## src/rtl/sys_arr_drain.sv

```systemverilog
// sys_arr_drain: output-side drain for the systolic array.
// Deskews the bottom-row column results (column c arrives c cycles after
// column 0) into aligned rows, buffers them in a small FIFO and hands them
// downstream over a valid/ready handshake.
module sys_arr_drain #(
    parameter int width_height = 2,
    parameter int fifo_depth   = 4
) (
    input  logic                             clk,
    input  logic                             rst_n,
    input  logic                             clear,
    input  logic [16*width_height-1:0]       maccin,
    input  logic [width_height-1:0]          activein,
    output logic [16*width_height-1:0]       dout,
    output logic                             dout_valid,
    input  logic                             dout_ready,
    output logic [$clog2(fifo_depth):0]      count,
    output logic                             overflow,
    output logic                             skew_err
);

    localparam int PW = $clog2(fifo_depth);
    localparam int CW = PW + 1;
    localparam int RW = 16 * width_height;

    logic [RW-1:0]           w_alignRow;
    logic [width_height-1:0] w_alignAct;
    logic                    w_alignValid;
    logic                    w_skew;
    logic                    w_full;
    logic                    w_doPop;
    logic                    w_doPush;
    logic                    w_drop;

    logic [RW-1:0]           r_mem [fifo_depth];
    logic [PW-1:0]           r_wrPtr;
    logic [PW-1:0]           r_rdPtr;
    logic [CW-1:0]           r_count;
    logic                    r_overflow;
    logic                    r_skewErr;

    // Per-column delay lines: column c is held back width_height-1-c cycles
    // so that every column lines up with the last (undelayed) column.
    for (genvar c = 0; c < width_height; c++) begin : g_col
        if (c == width_height - 1) begin : g_direct
            assign w_alignRow[16*c +: 16] = maccin[16*c +: 16];
            assign w_alignAct[c]          = activein[c];
        end else begin : g_delay
            localparam int D = width_height - 1 - c;
            logic [15:0] r_sum [D];
            logic        r_act [D];

            // Shift sum and active bit one stage per cycle; clear only needs
            // to kill the active bits, stale sum data is harmless.
            always_ff @(posedge clk or negedge rst_n) begin
                if (!rst_n) begin
                    for (int k = 0; k < D; k++) begin
                        r_sum[k] <= '0;
                        r_act[k] <= 1'b0;
                    end
                end else begin
                    r_sum[0] <= maccin[16*c +: 16];
                    for (int k = 1; k < D; k++) r_sum[k] <= r_sum[k-1];
                    if (clear) begin
                        for (int k = 0; k < D; k++) r_act[k] <= 1'b0;
                    end else begin
                        r_act[0] <= activein[c];
                        for (int k = 1; k < D; k++) r_act[k] <= r_act[k-1];
                    end
                end
            end

            assign w_alignRow[16*c +: 16] = r_sum[D-1];
            assign w_alignAct[c]          = r_act[D-1];
        end
    end

    // The last column decides whether a row exists; any disagreement from the
    // delayed columns means the producer broke the one-cycle-per-column skew.
    assign w_alignValid = activein[width_height-1];
    assign w_skew       = |(w_alignAct ^ {width_height{w_alignValid}});

    assign dout_valid = (r_count != '0);
    assign w_full     = (r_count == CW'(fifo_depth));
    assign w_doPop    = dout_valid && dout_ready;
    assign w_doPush   = w_alignValid && (!w_full || w_doPop) && !clear;
    assign w_drop     = w_alignValid && w_full && !w_doPop;

    assign dout     = dout_valid ? r_mem[r_rdPtr] : '0;
    assign count    = r_count;
    assign overflow = r_overflow;
    assign skew_err = r_skewErr;

    // Row storage needs no reset: nothing is ever read from an empty slot.
    always_ff @(posedge clk) begin
        if (w_doPush) r_mem[r_wrPtr] <= w_alignRow;
    end

    // FIFO pointers, occupancy and the sticky overflow flag; clear wins over
    // any push or pop on the same edge.
    always_ff @(posedge clk or negedge rst_n) begin
        if (!rst_n) begin
            r_wrPtr    <= '0;
            r_rdPtr    <= '0;
            r_count    <= '0;
            r_overflow <= 1'b0;
        end else if (clear) begin
            r_wrPtr    <= '0;
            r_rdPtr    <= '0;
            r_count    <= '0;
            r_overflow <= 1'b0;
        end else begin
            if (w_doPush) r_wrPtr <= r_wrPtr + PW'(1);
            if (w_doPop)  r_rdPtr <= r_rdPtr + PW'(1);
            r_count <= r_count + CW'(w_doPush) - CW'(w_doPop);
            if (w_drop) r_overflow <= 1'b1;
        end
    end

    // Sticky skew error, cleared only by clear or reset.
    always_ff @(posedge clk or negedge rst_n) begin
        if (!rst_n) begin
            r_skewErr <= 1'b0;
        end else if (clear) begin
            r_skewErr <= 1'b0;
        end else if (w_skew) begin
            r_skewErr <= 1'b1;
        end
    end

endmodule

```

## config.mk

```make
export PLATFORM = sky130hd
export DESIGN_NAME = sys_arr_drain
export DESIGN_NICKNAME = d
export VERILOG_FILES = /design/src/rtl/sys_arr_drain.sv
export SDC_FILE = /design/constraint.sdc
export NUM_CORES = 1
export LEC_CHECK = 0
export ABC_CLOCK_PERIOD_IN_PS = 2900
export CAP_MARGIN = 20
export CORE_ASPECT_RATIO = 1.2
export CORE_MARGIN = 10
export CORE_UTILIZATION = 54
export DETAILED_ROUTE_END_ITERATION = 8
export PLACE_DENSITY = 0.78
export SYNTH_ARGS = -nofsm -noshare
export SYNTH_HDL_FRONTEND = slang
export SYNTH_SLANG_ARGS = --single-unit
```

## constraint.sdc

```tcl
create_clock -name clk -period 2.9 [get_ports clk]
set_input_delay 0.87 -clock clk [delete_from_list [all_inputs] [get_ports clk]]
set_output_delay 0.87 -clock clk [all_outputs]
set_load 0.01 [all_outputs]
```

Yosys cells after proc, flatten, opt, wreduce, memory -nomap -nowiden:

Memories as Yosys holds them, arrays and structs flattened.
Cells that the tools add are included.

* bits in registers: 26
* bits in writable memories: 128
* input bits: 38
* memories kept: 1

Memory list
* r_mem: words 4, bits a word 32, read ports 1, clocked after Yosys merged registers in 0, write ports 1, RTL line 35 `logic [RW-1:0] r_mem [fifo_depth];`

* add/sub/neg operators: 4
* eq/ne operators: 1
* muxes and demuxes: 13
* bitwise gates (word level): 1
* reductions and logical operators: 15

Operators with widths (number)
* 32-bit two-way mux: 1
* 2-bit two-way mux: 4
* 2-bit nonzero test: 4
* 1-bit two-way mux: 7
* 1-bit logical AND: 5
* 2-bit by 1-bit adder with 2-bit output, second input constant: 2
* 3-bit by 1-bit adder with 3-bit output: 1
* 3-bit == test, second input constant: 1
* 1-bit logical NOT: 3
* 3-bit two-way mux: 1
* 3-bit nonzero test: 1
* 3-bit by 1-bit subtractor with 3-bit output: 1
* 2-bit OR reduction: 1
* 2-bit XOR: 1
* 1-bit logical OR: 1

Logic depth before layout (Yosys ltp):

* depth after elaboration: 8
* mapped depth: 11
* gate-level depth less buffers: 11

Least setup slack after synthesis:

OpenSTA, ideal clock, no wires.

* path kind: in2reg
* from: input dout_ready
* to: register r_count[2] (netlist: count[2])
* setup time: 0.086 ns
* arrival: 2.542 ns
* path slack: 0.272 ns
* cell stages on the path: 11
* path through: nor4b_2 -> nor3b_1 -> inv_1 -> ha_1 -> inv_1 -> ha_1 -> inv_1 -> fa_1 -> xor2_1 -> and2_1 -> nor3_1

* cells in the longest elaborated chain, start to end: 7

Ends and longest elaborated chain
* start, declared: RTL line 16 `input logic dout_ready,`
* 1-bit logical AND (*): RTL line 85 `assign w_doPop = dout_valid && dout_ready;`
* 1-bit logical OR: RTL line 86 `assign w_doPush = w_alignValid && (!w_full || w_doPop) && !clear;`
* 1-bit logical AND (2 in series): RTL line 86
* 3-bit by 1-bit adder with 3-bit output: RTL line 115 `r_count <= r_count + CW'(w_doPush) - CW'(w_doPop);`
* 3-bit by 1-bit subtractor with 3-bit output (*): RTL line 115
* 3-bit two-way mux (*): RTL line 107 `end else if (clear) begin`
* end signal, assigned: RTL line 115
* end, declared: RTL line 38 `logic [CW-1:0] r_count;`

Mark *: on every way between the ends. The rest lies on a longest branch, timed or not.
A chain may end at the register's enable or synchronous reset.

Final worst setup path:

* from: register r_rdPtr[0]
* to: output dout[12]

* cells in the longest elaborated chain, start to end: 2

Ends and longest elaborated chain
* start, declared: RTL line 37 `logic [PW-1:0] r_rdPtr;`
* start signal, assigned: RTL line 114 `if (w_doPop) r_rdPtr <= r_rdPtr + PW'(1);`
* memory 4 x 32 bit
* 32-bit two-way mux: RTL line 89 `assign dout = dout_valid ? r_mem[r_rdPtr] : '0;`
* end, declared: RTL line 14 `output logic [16*width_height-1:0] dout,`

Every way passes these cells.

==> results.tsv <==
metric	value	unit
post-place-ws	-0.3633	ns
die_area	0.01536	mm2
total_power	6.564	mW
tightest_slew	0.3766	ns
grt_pass1_wl	17.95	mm
vias_per_cell	5.419	
first_pass_iters	4	
maxSlewHeadroom	0.7489	
grt_pass1_vias	3173	
p_leak	2.696	nW
outcome	finished clean	
whs_path_depth	0	
drive_gt1_frac	0.3027	
dr_total_vias	2883	
numCtsBuffers	17	
start_util	0.5541	
yosys_register_bits	154	
wirelength	11.28	mm
clock_path_buffers	2	
path_class	flip-flop to output port	
clock-sinks	154	
worstPathRequired	2.03	ns
fin_crit_sh	0.9836	
yosys_warnings	0	
antenna_cells	0	
pin_count	76	
hold_path.class	flip-flop to flip-flop	
synth_area_per_cell	21.04	um2
start_kind	flip-flop	
cts_root_buf	clkbuf_16	
syn_to_final_growth	29.78	%
rsz0062_at_grt	true	
powerDensity	868.0	mW/mm2
fin_tns_setup	0	ns
regArea	0.004498	mm2
core_area	0.01052	mm2
hold_viol	0	
multi_input_area	0.001252	mm2
place_congestion	0.6976	
port_buffers	75	
grt_max_degree	36	
cts_tree	yes	
rows	41	
setup_viol	0	
clkTransAtPathRegs	0.06	ns
syn_nets	322	
htree_levels	4	
fillers	619	
ir_worst_vdd	738.4	uV
fmax	350.6	MHz
antenna_found_initial	0	
synth_area	0.005827	mm2
die_height	133.8	um
dpl.hpwl	6.979	mm
maxCapViolCount	0	
fin_ws	0.04751	ns
placement.cell_area	0.006993	mm2
slew_viol_final	0	
die_w	114.8	um
finalInstanceArea	0.007562	mm2
grt_use_total	0.1555	
critPathMaxFanout	6	
synth.distinct_cells	25	
drc_errors	0	
reg2reg_depth	11	
syn_inst	277	
ant_nets	0	
clock_latency	0.41	ns
min_period	2.852	ns
wl_per_cell	21.21	um
fin_nets	435	
arrival	1.98	ns
overflow	0	
drtIter0Drc	123	
skew	0.01169	ns
cp-end-kind	output port	
yosysSeqAreaShare	0.7713	
[where the power goes]
group	internal (mW)	switching [mW]	leakage, nW	total (mW)
sequential	2.54	0.105	1.48	2.64
combinational	1.07	0.895	0.958	1.97
clock	1.21	0.746	0.263	1.95
[area by class of cell]
cell class / instances / area share
well taps: 129 / 0.02134
clock buffers: 30 / 0.06933
clock inverters: 2 / 0.001324
repair buffers: 106 / 0.1441
flip-flops and latches: 154 / 0.5948
multi-input cells: 104 / 0.1656
inverters: 7 / 0.003475
[synth_stat cells]
library cell,instances,area (um2)
ha_1,6,75.07
a21oi_1,2,10.01
o31ai_1,1,7.510
nor2_1,8,30.03
mux2i_1,1,10.01
edfxtp_1,128,3844
dfrtp_1,26,650.6
nor2b_1,35,219.0
mux4_2,32,720.7
o21ai_0,1,5.000
buf_6,4,45.04
or3_1,1,6.260
inv_1,7,26.28
nor3_1,1,5.000
clkbuf_1,4,15.01
nor3_2,1,10.01
nand2b_1,2,12.51
mux2_1,1,11.26
nand2_1,1,3.750
buf_2,4,20.02
and2_1,5,31.28
xor2_1,3,26.28
fa_1,1,20.02
nor3b_1,1,7.510
nor4b_2,1,15.01
[stage by stage]
step,hold slack [ns],instances,utilization
final,0.4871,532,0.7191
after global placement,0.4612,490,0.6650
after detailed placement,0.4749,490,0.6650
after floorplan,0.4547,277,-
after CTS,0.4901,532,0.7212
after global routing,0.5100,532,0.7191
[logic make-up (layout without fill, tap and decap cells)]
group           Yosys count  after routing  share of synthesized area
mux                      34             34                     0.1273
xor+xnor                  3              3                   0.004510
buf+inv                  19            145                    0.01825
compound gates            4              4                   0.003865
flops                   154            154                     0.7713
simple gates             56             56                    0.05841
fa+ha+maj                 7              7                    0.01632
[repair_timing]
item	4_1_cts	5_1_grt
setup buffers	9	0
gates cloned	1	0
gates resized for setup	70	37
endpoints found under the setup margin	32	24
hold buffers	0	0
[critical path, stage by stage, from the launching register on]
cell           delay, ns
dfrtp_2             0.42
buf_12              0.13
buf_12              0.12
mux4_2              0.48
nor2b_1             0.13
dlygate4sd2_1       0.28
[state kept, by name, summed over array words and instances, names as in the netlist]
| signal | cells |
|---|---|
| count | 3 |
| r_mem | 128 |
| overflow | 1 |
| g_col.g_delay.r_sum | 16 |
| r_wrPtr | 2 |
| skew_err | 1 |
| r_rdPtr | 2 |
| g_col.g_delay.r_act | 1 |
[worst paths after layout]
path / start / end / slack, ns
max in group asynchronous: rst_n / r_rdPtr[1] / 1.74
min: g_col[0].g_delay.r_sum[2] / r_mem[1][2] / 0.49
max: r_rdPtr[0] / dout[12] / 0.05
min in group asynchronous: rst_n / g_col[0].g_delay.r_sum[5] / 0.86
max reg2reg: count[2] / count[2] / 0.52
min reg2reg: g_col[0].g_delay.r_sum[2] / r_mem[1][2] / 0.49
[cell usage in the layout, fill, tap and decap left out, types with 8 or more instances in the layout]
cell               n
clkbuf_2          11
nor2_1             8
clkdlybuf4s50_1   43
edfxtp_1         128
buf_2             11
dfrtp_1           23
buf_4             13
clkbuf_1           8
nor2b_1           33
mux4_2            32
clkbuf_16         17
buf_12            14
[metal layers]
metal,track usage,up-vias,part of all wire
li1,-,1298,-
met1,0.1828,1503,0.39
met2,0.2593,67,0.54
met3,0.04418,15,0.047
met4,0.06818,0,0.017
met5,0,-,0
Note: power is estimated with default switching activity, not from simulation.
